===== config.mk =====
export PLATFORM = sky130hd
export DESIGN_NAME = instr_fetch_unit
export DESIGN_NICKNAME = d
export VERILOG_FILES = /design/src/rtl/instr_fetch_unit.sv
export SDC_FILE = /design/constraint.sdc
export NUM_CORES = 1
export LEC_CHECK = 0
export BUFFER_PORTS_ARGS = -buffer_cell sky130_fd_sc_hd__buf_2
export CAP_MARGIN = 10
export CORE_ASPECT_RATIO = 0.75
export CORE_MARGIN = 1
export CORE_UTILIZATION = 45
export CTS_BUF_LIST = sky130_fd_sc_hd__clkbuf_16
export DETAILED_ROUTE_END_ITERATION = 12
export PLACE_DENSITY = 0.78
export SYNTH_ARGS = -nofsm -noshare
export SYNTH_HDL_FRONTEND = slang
export SYNTH_SLANG_ARGS = --single-unit

===== constraint.sdc =====
create_clock -name clk -period 8.1 [get_ports clk]
set_input_delay 1.62 -clock clk [delete_from_list [all_inputs] [get_ports clk]]
set_output_delay 1.62 -clock clk [all_outputs]
set_load 0.01 [all_outputs]

===== src/rtl/instr_fetch_unit.sv =====
// instr_fetch_unit: owns the PC and fetches one instruction at a time over a req/gnt/rvalid handshake,
// holds it for decode and selects the next PC from jump/branch on consumption.
module instr_fetch_unit #(
    parameter logic [31:0] RESET_PC = 32'h0000_0000
) (
    input  logic        clk,
    input  logic        reset_n,
    output logic        imem_req,
    output logic [31:0] imem_addr,
    input  logic        imem_gnt,
    input  logic        imem_rvalid,
    input  logic [31:0] imem_rdata,
    output logic [31:0] instruction,
    output logic        instr_valid,
    input  logic        instr_ready,
    output logic [31:0] pc,
    output logic [31:0] pc_plus4,
    input  logic [1:0]  jump,
    input  logic        branch_taken,
    input  logic [31:0] jr_target,
    output logic        addr_err
);
    typedef enum logic [1:0] {S_REQ, S_WAIT, S_VALID} state_t;
    state_t state;
    logic [31:0] next_pc;
    logic [31:0] br_off;
    assign pc_plus4  = pc + 32'd4;
    assign imem_addr = pc;
    assign br_off    = {{14{instruction[15]}}, instruction[15:0], 2'b00};
    // jr beats j/jal, which beat a taken branch
    always_comb next_pc = jump == 2'b01 ? {jr_target[31:2], 2'b00} :
                          jump[1]       ? {pc_plus4[31:28], instruction[25:0], 2'b00} :
                          branch_taken  ? pc_plus4 + br_off : pc_plus4;
    always_ff @(posedge clk) begin
        if (!reset_n) begin
            state       <= S_REQ;
            imem_req    <= 1'b1;
            pc          <= RESET_PC;
            instruction <= '0;
            instr_valid <= 1'b0;
            addr_err    <= 1'b0;
        end else begin
            addr_err <= 1'b0;
            case (state)
                S_REQ: if (imem_gnt) begin
                    state    <= S_WAIT;
                    imem_req <= 1'b0;
                end
                S_WAIT: if (imem_rvalid) begin
                    instruction <= imem_rdata;
                    instr_valid <= 1'b1;
                    state       <= S_VALID;
                end
                S_VALID: if (instr_ready) begin
                    pc          <= next_pc;
                    instr_valid <= 1'b0;
                    imem_req    <= 1'b1;
                    addr_err    <= jump == 2'b01 && |jr_target[1:0];
                    state       <= S_REQ;
                end
                default: begin
                    state    <= S_REQ;
                    imem_req <= 1'b1;
                end
            endcase
        end
    end
endmodule


# After elaboration in Yosys (flattened, before gate mapping)

Index checks and enable logic that the tools add are counted.

Add/subtract/negate cells: 2
Eq/ne operators: 6
Multiplexer cells: 13
Bitwise gates (word level): 1
Reduce and logical (&&, ||, !) cells: 10

Operators with widths:

| kind                    | count |
|---|---|
| $mux W32                | 3 |
| $add A32 B3 Y32 const B | 1 |
| $add A32 B32 Y32        | 1 |
| $reduce_and A3 Y1       | 4 |
| $mux W2                 | 3 |
| $ne A2 B2 Y1 const B    | 3 |
| $pmux W2 S3             | 1 |
| $eq A2 B1 Y1 const B    | 2 |
| $mux W1                 | 4 |
| $reduce_and A2 Y1       | 2 |
| $pmux W1 S3             | 1 |
| $eq A2 B2 Y1 const B    | 1 |
| $logic_not A2 Y1        | 1 |
| $pmux W1 S2             | 1 |
| $reduce_bool A2 Y1      | 1 |
| $reduce_or A2 Y1        | 1 |
| $logic_and A1 B1 Y1     | 1 |
| $not A1 Y1              | 1 |

Bits in registers: 69
Input bits: 72
Output and inout bits: 131
Logic and storage cells: 38

# Depth between registers and ports, before layout

Gate-level depths: netlist of run 1.

Depth after elaboration: 5
Depth in mapped cells: 17
Mapped depth without buffers: 16

# Worst setup path before layout of run 1

No wires, ideal clock.

Path kind: flip-flop to flip-flop
From: register pc[2] (netlist: imem_addr[2])
To: register pc[31] (netlist: imem_addr[31])
Library setup time: 0.095 ns
Arrival: 3.609 ns
Required time: 8.005 ns
Path slack: 4.395 ns
Stages on the path, launching flop included: 18
Path buffers: 1
Clock period less this slack: 3.705 ns
Path through: dfxtp_1 > ha_1 > nand3_1 > nor3_2 > nand2_1 > nor2_2 > nand3_1 > xnor2_1 > ha_1 > clkbuf_1 > nand4_1 > nor2_1 > a221oi_1 > nand2_1 > o41ai_1 > xor2_1 > nand4_1 > o311ai_1

Word-level cells in the longest chain between the ends: 5

RTL lines:

| what                   | line | source |
|---|---|---|
| start, declared        | 16   | `output logic [31:0] pc,` |
| start signal, assigned | 55   | `pc <= next_pc;` |
| $add A32 B3 Y32        | 27   | `assign pc_plus4 = pc + 32'd4;` |
| via pc_plus4[28]       | 17   | `output logic [31:0] pc_plus4,` |
| $add A32 B32 Y32       | 33   | `branch_taken ? pc_plus4 + br_off : pc_plus4;` |
| $mux W32               | 33   |  |
| $mux W32               | 32   | `jump[1] ? {pc_plus4[31:28], instruction[25:0], 2'b00} :` |
| $mux W32               | 31   | `always_comb next_pc = jump == 2'b01 ? {jr_target[31:2], 2'b00} :` |

The timed path passes the listed nets, and every way through them passes these cells.
A chain may end at the register's enable or synchronous reset.

# Worst setup path after layout of run 1

From: register pc[2] (netlist: imem_addr[2])
To: output pc_plus4[30]

Word-level cells in the longest chain between the ends: 1

RTL lines:

| what            | line |
|---|---|
| $add A32 B3 Y32 | 27 |
| end, declared   | 17 |

Every way passes these cells.

==> results of run 1 <==
## where the power goes
group / internal [mW] / switching (mW) / total [mW] / leakage, nW
sequential: 0.341 / 0.0148 / 0.355 / 0.543
clock: 0.211 / 0.172 / 0.383 / 0.129
combinational: 0.0577 / 0.0937 / 0.151 / 2.53
## worst max-delay path: cells and delay by family, from the launching register on
family                     cells  cell delay, ns
and+or+nand+nor                5            1.55
DFF                            1            0.42
xor gates and xnor gates       1            0.20
buffers and inverters          1            0.17
adders and majority gates      1            0.21
## state kept, by name (all words and copies together) (netlist names)
name         cells
instruction     32
imem_addr       30
addr_err         1
state            2
imem_req         1
instr_valid      1
## routing by layer
metal | global-route usage | share of wire | wire length (um)
met5 | 0 | 0 | 0
met4 | 0.08842 | 0.018 | 345
met3 | 0.08523 | 0.12 | 2353
met2 | 0.4253 | 0.41 | 7801
met1 | 0.4327 | 0.45 | 8591
## placed cells by master (no fill, tap or decap), drive strengths merged, types with 5 or more instances in the layout
| cell type | instances |
|---|---|
| dfxtp | 67 |
| xnor2 | 33 |
| o22ai | 10 |
| mux2i | 8 |
| clkbuf | 9 |
| conb | 6 |
| o21ai | 47 |
| nand2 | 115 |
| nor2 | 51 |
| and3 | 11 |
| a21oi | 86 |
| a211oi | 8 |
| xor2 | 18 |
| o21bai | 5 |
| nor2b | 7 |
| buf | 202 |
| ha | 36 |
| nor3 | 11 |
| nand4 | 14 |
| a221oi | 8 |
| o211ai | 16 |
| nand3 | 22 |
| inv | 18 |
| and4 | 6 |
| a21o | 16 |
## cells in the mapped netlist, types with 3 or more instances
library cell  number  area share
mux2i_1            8       0.014
and3_1            11       0.012
o211a_1            3      0.0054
clkbuf_1          33       0.022
or2_2              3      0.0034
o22ai_1           10       0.011
nor2b_1            7      0.0078
nand4_1           14       0.016
a311oi_1           3      0.0047
ha_1              36       0.081
o21ai_1            5      0.0045
a221oi_1           7       0.011
a211oi_1           7      0.0094
dfxtp_1           67        0.24
o21bai_1           5      0.0067
a21o_1            16       0.022
nand2_1          115       0.077
o21ai_0           42       0.038
o221ai_1           4      0.0063
nor3_1             9      0.0081
o211ai_1          16       0.022
nor2_1            50       0.034
xor2_1            17       0.027
buf_1              4      0.0027
xnor2_1           33       0.052
o21a_1             4      0.0054
o41ai_1            3      0.0047
a31oi_1            3      0.0034
nor3b_1            3      0.0040
o31ai_1            3      0.0040
nand2b_1           3      0.0034
a21oi_1           86       0.077
a2111oi_0          3      0.0047
nand3_1           22       0.020
a22oi_1            3      0.0040
buf_4             36       0.048
inv_1             15       0.010
and4_1             6      0.0094
## cell families (layout without fill, tap and decap cells)
logic type	count (synthesis)	count (layout)	share of synthesized area
AND/OR/NAND/NOR	251	251	0.2063
AO/OA/AOI/OAI	244	244	0.2827
buffers and inverters	89	233	0.08423
flip-flops	67	67	0.2401
XOR/XNOR	51	51	0.08132
adder cells (fa/ha/maj)	37	37	0.08423
multiplexers	11	11	0.02039
other	1	6	0.0006714
## final cells by class
type / instances / area [sq um] / area share
clock buffer: 9 / 225.2 / 0.03359
sequential: 67 / 1341 / 0.2001
timing repair buffer: 202 / 1026 / 0.1530
multi-input combinational: 600 / 3795 / 0.5661
inverter: 15 / 56.30 / 0.008399
tap: 162 / 202.7 / 0.03024
clock inverter: 7 / 57.56 / 0.008585
## metrics by stage
stage	util	hold WS, ns	area [sq um]
after floorplan	-	0.4440	5604
after global placement	0.5430	0.4400	6421
after detailed placement	0.5430	0.4448	6421
after CTS	0.5669	0.4533	6704
after global routing	0.5669	0.4807	6704
final	0.5669	0.4509	6704
## path summary, 6_finish.rpt
check,cells after the start,slack [ns],to,start
max,8,3.59,pc_plus4[30],imem_addr[2]$_SDFFE_PN0P_
min,2,0.45,instruction[28]$_SDFFE_PN0P_,instruction[28]$_SDFFE_PN0P_
max reg2reg,16,3.86,imem_addr[31]$_SDFFE_PN0P_,imem_addr[2]$_SDFFE_PN0P_
min reg2reg,2,0.45,instruction[28]$_SDFFE_PN0P_,instruction[28]$_SDFFE_PN0P_
==> flow_summary.yaml, run 1 <==
placed_design:
  port_buffers: 196
  placed_cells: 1046
  gp_congestion: 1.009
  hpwl_um: 14330
  dp_slack_ns: 3.976
clock_network:
  root_buffer: "clkbuf_16"
  ctsResizeCount: 0
  ctsHoldBuffers: 0
  worstSkewPairLatency_ns: 0.34
  cts_tree: "yes"
  htreeDepth: 3
  numCtsBuffers: 9
  postCtsSetupRepairBufs: 0
  clkSlewWorstSetupHoldPaths_ns: 0.06
  cts_buffer_depth: 2
  cts.sinks: 67
timing:
  setup_viol: 0
  setup_ws_ns: 3.586
  max_freq_mhz: 221.6
  tightest_slew_ns: 0.8098
  finalMaxSlewViolations: 0
  fin_crit_ns: 4.514
  fin_skew_ns: 0.007372
  slew_headroom: 0.4596
  hold_viol_final: 0
  tns_ns: 0
  rsz0062_at_grt: "false"
  finalCritPeriodShare: 0.5572
cells_and_area:
  instances_no_fill: 1062
  fillers: 1151
  area_delta_synth_final_pct: 20.03
  nets: 1004
  drive_above_1_share: 0.2600
  antenna_cells: 0
pwr:
  vdd_ir_drop_max_mv: 0.08859
  power.leakage_nw: 3.203
  p_per_area_nw_per_um2: 132.8
  power_mw: 0.8902
worst_setup_path:
  crit_type: "reg2out"
  cpMaxStageDelayCell: "nor3_2"
  crit_arrival_ns: 2.89
  cp_max_fo: 7
  crit_path_max_incr_delay_ns: 0.52
  end_kind: "output port"
  path_cells: "ha_1 -> nand3_1 -> nor3_2 -> nand2_1 -> nor2_2 -> and3_1 -> xor2_1 -> buf_2"
  cp-start-kind: "flop"
  worstPathRequired_ns: 6.48
flow_run:
  max-cap-violations: 0
yosys:
  avgSynthCellArea_sq_um: 7.437
  ys_ff_latch: 67
  syn_area_sq_um: 5585
  yosys_warnings: 0
  synth-edff-count: 0
  seq_area_frac_synth: 0.2401
  ys_types: 68
  async_reset_ff_frac: 0
  syn_inst: 751
  synth-main-ff-cell: "dfxtp_1"
floorplanning:
  io_pins: 203
  fp.dieArea_sq_um: 12870
  die_y_um: 98.48
  initial_core_util: 0.4723
  die_w_um: 130.6
  fp-row-count: 34
  core_area_sq_um: 11830
hold_path:
  hold_path_class: "reg2reg"
global_routing:
  grt_overflow_total: 0
  grt_max_degree: 48
  grt_pass1_wl_um: 29620
  antenna_found_initial: 0
  grt_pass1_vias: 5541
  grtUsageTotal: 0.2990
route:
  drt_iter0_drc: 542
  wire_per_inst_um: 17.98
  postRouteAntennaNets: 0
  wl_um: 19090
  vias: 6235
  vias_per_cell: 5.871
  first_pass_iters: 5
  drc: 0
status:
  status: "complete, no violations"
Note: power is estimated with default switching activity, not from simulation.
==> run 2: changes to the inputs <==
--- a/config.mk
+++ b/config.mk
@@ -12,7 +12,7 @@
 export CORE_UTILIZATION = 45
 export CTS_BUF_LIST = sky130_fd_sc_hd__clkbuf_16
 export DETAILED_ROUTE_END_ITERATION = 12
-export PLACE_DENSITY = 0.78
+export PLACE_DENSITY = 0.81
 export SYNTH_ARGS = -nofsm -noshare
 export SYNTH_HDL_FRONTEND = slang
 export SYNTH_SLANG_ARGS = --single-unit
==> constraint.sdc (replaced) <==
create_clock -name clk -period 3.8 [get_ports clk]
set_input_delay 0.76 -clock clk [delete_from_list [all_inputs] [get_ports clk]]
set_output_delay 0.76 -clock clk [all_outputs]
set_load 0.01 [all_outputs]
==> run 2 against run 1 <==
Compared with the run above: clock power increased by 110%; clock-buffer cell count unchanged; critical path depth increased by 10; clock skew decreased by 0.0014 ns; routed wire length increased by 8.6%; sequential share of layout area decreased by 1.1 points; first-iteration DRC count increased by 23%; die area unchanged; hold slack improved by 0.0020 ns; combinational power increased by 130%; via count increased by 4.9%; flip-flop and latch count unchanged.
==> flow_summary.yaml, run 2 (synthesis results as in run 1) <==
status:
  status: "complete, no violations"
placed_design:
  dp_slack_ns: 0.06693
  port_buffers: 196
  hpwl_um: 15630
  placed_cells: 1084
  gp_congestion: 0.9772
timing:
  fin_crit_ns: 3.643
  max_freq_mhz: 274.5
  hold_viol_final: 0
  slew_headroom: 0.3964
  setup_ws_ns: 0.1567
  tightest_slew_ns: 0.9028
  finalCritPeriodShare: 0.9588
  finalMaxSlewViolations: 0
  setup_viol: 0
  fin_skew_ns: 0.005970
worst_setup_path:
  cp-startpoint: "imem_addr[3]$_SDFFE_PN0P_"
  r2r_setup_slack_ns: 0.16
  r2r_end: "imem_addr[31]$_SDFFE_PN0P_"
  cp-start-kind: "flop"
  end_kind: "flop"
  worstReg2RegStart: "imem_addr[3]$_SDFFE_PN0P_"
  cpMaxStageDelayCell: "o41ai_2"
  crit_path_max_incr_delay_ns: 0.40
  crit_type: "reg2reg"
  r2r.worst_path.cells: 18
  path_cells: "ha_2 -> nand3_2 -> nor3_2 -> buf_4 -> nand2_1 -> nor2_4 -> buf_4 -> nand3_1 -> xnor2_1 -> ha_1 -> nand4_1 -> nor2_1 -> a221oi_2 -> nand2_1 -> o41ai_2 -> xor2_1 -> nand4_1 -> o311ai_1"
  cp_max_fo: 6
  critPathCapture: "imem_addr[31]$_SDFFE_PN0P_"
  crit_arrival_ns: 3.89
  worstPathRequired_ns: 4.05
cells_and_area:
  final-seq-area_sq_um: 1346
  antenna_cells: 0
  largest_reg_flops: 32
  layout_commonest_cell: "buf_2"
  area_delta_synth_final_pct: 27.35
  instances_no_fill: 1104
  fillers: 1120
  drive_above_1_share: 0.3110
  multi_input_area_sq_um: 3889
  regMostFlops: "instruction"
  nets: 1046
  final_cell_mix: "buf_2, nand2_1, a21oi_1"
route:
  vias: 6539
  vias_per_cell: 5.923
  drc: 0
  postRouteAntennaNets: 0
  wire_per_inst_um: 18.78
  wl_um: 20730
  drt_iter0_drc: 665
  first_pass_iters: 5
clock_network:
  cts_buffer_depth: 2
  cts_tree: "yes"
  numCtsBuffers: 9
  htreeDepth: 3
  worstSkewPairLatency_ns: 0.34
  cts.sinks: 67
  root_buffer: "clkbuf_16"
  clkSlewWorstSetupHoldPaths_ns: 0.06
pwr:
  p_per_area_nw_per_um2: 268.4
  power.leakage_nw: 3.457
  vdd_ir_drop_max_mv: 0.3518
global_routing:
  grt_pass1_vias: 5918
  grtUsageTotal: 0.3209
  grt_overflow_total: 0
  grt_pass1_wl_um: 31730
  antenna_found_initial: 0
  grt_max_degree: 47
flow_run:
  max-cap-violations: 0
floorplanning:
  die_y_um: 98.48
  fp-row-count: 34
  die_w_um: 130.6
  core_area_sq_um: 11830
  initial_core_util: 0.4723
  fp.dieArea_sq_um: 12870
  io_pins: 203
hold_path:
  hold_path_class: "reg2reg"
-- run 2: layer usage --
layer	vias up	routed length, um	global-route usage
met2	421	8652	0.4640
met1	3024	9046	0.4613
met5	-	0	0
met3	29	2797	0.1064
li1	3065	-	-
met4	0	237	0.06278
-- run 2: critical path, delay by kind of cell (launching register included) --
| family | cells | cell delay [ns] |
|---|---|---|
| XOR/XNOR | 2 | 0.45 |
| AND/OR/NAND/NOR | 9 | 1.16 |
| AO/OA/AOI/OAI | 3 | 0.75 |
| flip-flops | 1 | 0.38 |
| adder cells (fa/ha/maj) | 2 | 0.50 |
| buffers and inverters | 2 | 0.32 |
-- run 2: report_power, final --
group | total [mW] | switching, mW | internal [mW] | leakage, nW
Combinational | 0.352 | 0.214 | 0.138 | 2.78
Sequential | 0.757 | 0.0303 | 0.727 | 0.545
Clock | 0.801 | 0.356 | 0.445 | 0.130
-- run 2: timing repair --
| action | 4_1_cts | 5_1_grt |
|---|---|---|
| hold buffers | 0 | 0 |
| buffers inserted | 0 | 4 |
| setup endpoints to repair | 0 | 14 |
| gates resized for setup | 0 | 22 |
-- run 2: layout make-up --
cell class,instances,area share
timing repair buffer,244,0.1886
inverter,15,0.007916
tap,162,0.02850
clock buffer,9,0.03166
clock inverter,7,0.007388
sequential,67,0.1893
multi-input combinational,600,0.5467
-- run 2: how the worst min path moves through the flow --
stage / start / end / cells after the start
floorplan: state[1]$_SDFFE_PN0P_ / state[0]$_SDFFE_PN0P_ / 1
global placement: instruction[28]$_SDFFE_PN0P_ / instruction[28]$_SDFFE_PN0P_ / 2
detailed placement: instruction[28]$_SDFFE_PN0P_ / instruction[28]$_SDFFE_PN0P_ / 2
CTS: instruction[28]$_SDFFE_PN0P_ / instruction[28]$_SDFFE_PN0P_ / 2
global route: instruction[27]$_SDFFE_PN0P_ / instruction[27]$_SDFFE_PN0P_ / 2
finish: instruction[28]$_SDFFE_PN0P_ / instruction[28]$_SDFFE_PN0P_ / 2
-- run 2: through the flow --
stage	utilization	power [mW]	cell area, sq um	hold WS [ns]	setup TNS (ns)
after global placement	0.5671	1.106	6706	0.4400	0
after global routing	0.6015	1.978	7113	0.4905	-0.08780
final	0.6015	1.909	7113	0.4529	0
after detailed placement	0.5671	1.110	6706	0.4435	0
after CTS	0.5906	1.901	6984	0.4519	0
after floorplan	-	0.9687	5604	0.4440	0
==> run 3: changes to the inputs <==
--- a/config.mk
+++ b/config.mk
@@ -10,7 +10,6 @@
 export CORE_ASPECT_RATIO = 0.75
 export CORE_MARGIN = 1
 export CORE_UTILIZATION = 45
-export CTS_BUF_LIST = sky130_fd_sc_hd__clkbuf_16
 export DETAILED_ROUTE_END_ITERATION = 12
 export PLACE_DENSITY = 0.81
 export SYNTH_ARGS = -nofsm -noshare
==> run 3 against run 2 <==
Compared with the run above: clock-buffer cell count is 1 higher; first-iteration DRC count grew 0.15%; maximum frequency is essentially flat; critical path depth did not move; cell area is the same; non-clock buffer count unchanged; critical endpoint unchanged; global-route usage unchanged; flip-flop and latch count unchanged; sequential share of layout area did not move.
==> flow_summary.yaml, run 3 (synthesis results as in run 1) <==
placed_design:
  gp_congestion: 0.9772
  hpwl_um: 15630
  port_buffers: 196
  placed_cells: 1084
route:
  drt_iter0_drc: 666
  vias: 6535
  first_pass_iters: 5
  drc: 0
  wire_per_inst_um: 18.76
  vias_per_cell: 5.919
  wl_um: 20710
  postRouteAntennaNets: 0
floorplanning:
  fp-row-count: 34
  io_pins: 203
  initial_core_util: 0.4723
  core_area_sq_um: 11830
  die_w_um: 130.6
  fp.dieArea_sq_um: 12870
  die_y_um: 98.48
clock_network:
  cts.sinks: 67
  numCtsBuffers: 9
  ctsHoldBuffers: 0
  worstSkewPairLatency_ns: 0.34
  clkSlewWorstSetupHoldPaths_ns: 0.06
  root_buffer: "clkbuf_16"
  htreeDepth: 3
  cts_tree: "yes"
  cts_buffer_depth: 2
pwr:
  vdd_ir_drop_max_mv: 0.3517
  clockPowerShare: 0.420
  power.leakage_nw: 3.452
  switching_share: 0.3136
  p_sw_mw: 0.5994
  p_per_area_nw_per_um2: 268.7
  power_frac_seq: 0.396
  comb_power_share: 0.184
  internal_power_mw: 1.312
timing:
  tightest_slew_ns: 0.9028
  max_freq_mhz: 274.7
  hold_viol_final: 0
  slew_headroom: 0.3964
  setup_viol: 0
  finalMaxSlewViolations: 0
  fin_skew_ns: 0.005729
  fin_crit_ns: 3.640
  finalCritPeriodShare: 0.9580
  tns_ns: 0
cells_and_area:
  final-seq-area_sq_um: 1346
  multi_input_area_sq_um: 3889
  final_cell_mix: "buf_2, nand2_1, a21oi_1"
  layout_commonest_cell: "buf_2"
  fillers: 1120
  area_delta_synth_final_pct: 27.35
  regMostFlops: "instruction"
  drive_above_1_share: 0.3110
  final_util: 0.6015
  antenna_cells: 0
  nets: 1046
  largest_reg_flops: 32
  instances_no_fill: 1104
global_routing:
  grt_pass1_vias: 5918
  grt_overflow_total: 0
  grt_pass1_wl_um: 31730
  grt_max_degree: 47
  grtUsageTotal: 0.3209
  antenna_found_initial: 0
worst_setup_path:
  worstReg2RegStart: "imem_addr[3]$_SDFFE_PN0P_"
  cp_max_fo: 6
  crit_type: "reg2reg"
  cp-start-kind: "flop"
  cp-startpoint: "imem_addr[3]$_SDFFE_PN0P_"
  worstPathRequired_ns: 4.05
  crit_arrival_ns: 3.89
  end_kind: "flop"
flow_run:
  max-cap-violations: 0
hold_path:
  hold_start: "instruction[28]$_SDFFE_PN0P_"
  hold_path_class: "reg2reg"
status:
  status: "complete, no violations"
==> run 3: cell count changes in the layout (fill, tap and decap cells not counted) <==
cell	delta
clkbuf_1	+1
inv_1	-1
==> run 3: power by group through the flow <==
stage / clock network (mW) / registers, mW / logic, mW
after floorplan: 0 / 0.776 / 0.192
after global placement: 0 / 0.770 / 0.336
after detailed placement: 0 / 0.770 / 0.340
after CTS: 0.807 / 0.755 / 0.341
after global routing: 0.840 / 0.760 / 0.381
final: 0.803 / 0.757 / 0.351
==> run 3: worst paths after layout <==
kind | slack (ns) | cells past startpoint | to
worst max-delay path | 0.16 | 18 | imem_addr[31]$_SDFFE_PN0P_
worst min-delay path | 0.45 | 2 | instruction[28]$_SDFFE_PN0P_
worst max register to register | 0.16 | 18 | imem_addr[31]$_SDFFE_PN0P_
worst min register to register | 0.45 | 2 | instruction[28]$_SDFFE_PN0P_
==> run 3: final cells by class <==
class,count,area share
clock buffers,10,0.03219
well taps,162,0.02850
repair buffers,244,0.1886
flip-flops and latches,67,0.1893
clock inverters,6,0.006860
inverters,15,0.007916
multi-input cells,600,0.5467
==> run 3: through the flow <==
stage | instance area, sq um | setup WS, ns | hold slack (ns) | power [mW]
CTS | 6984 | 0.03862 | 0.4519 | 1.904
global placement | 6706 | 0.1043 | 0.4400 | 1.106
global route | 7113 | -0.08780 | 0.4904 | 1.981
finish | 7113 | 0.1597 | 0.4529 | 1.912
detailed placement | 6706 | 0.06693 | 0.4435 | 1.110
floorplan | 5604 | 0.09519 | 0.4440 | 0.9687
==> run 3: worst max-delay path, stage by stage, from the launching register on <==
cell and delay [ns]:
dfxtp_2 0.38, ha_2 0.22, nand3_2 0.14, nor3_2 0.17
buf_4 0.17, nand2_1 0.11, nor2_4 0.17, buf_4 0.15
nand3_1 0.09, xnor2_1 0.22, ha_1 0.28, nand4_1 0.15
nor2_1 0.08, a221oi_2 0.24, nand2_1 0.13, o41ai_2 0.40
xor2_1 0.23, nand4_1 0.12, o311ai_1 0.11
==> run 3: routing by layer <==
layer  wire length, um  track usage
met3              2715       0.1064
met1              9112       0.4613
met4               237      0.06278
met5                 0            0
met2              8641       0.4640
==> run 3: repair_timing <==
| action | in CTS | in global routing |
|---|---|---|
| endpoints found under the setup margin | 0 | 14 |
| buffers inserted | 0 | 4 |
| gates resized for setup | 0 | 22 |
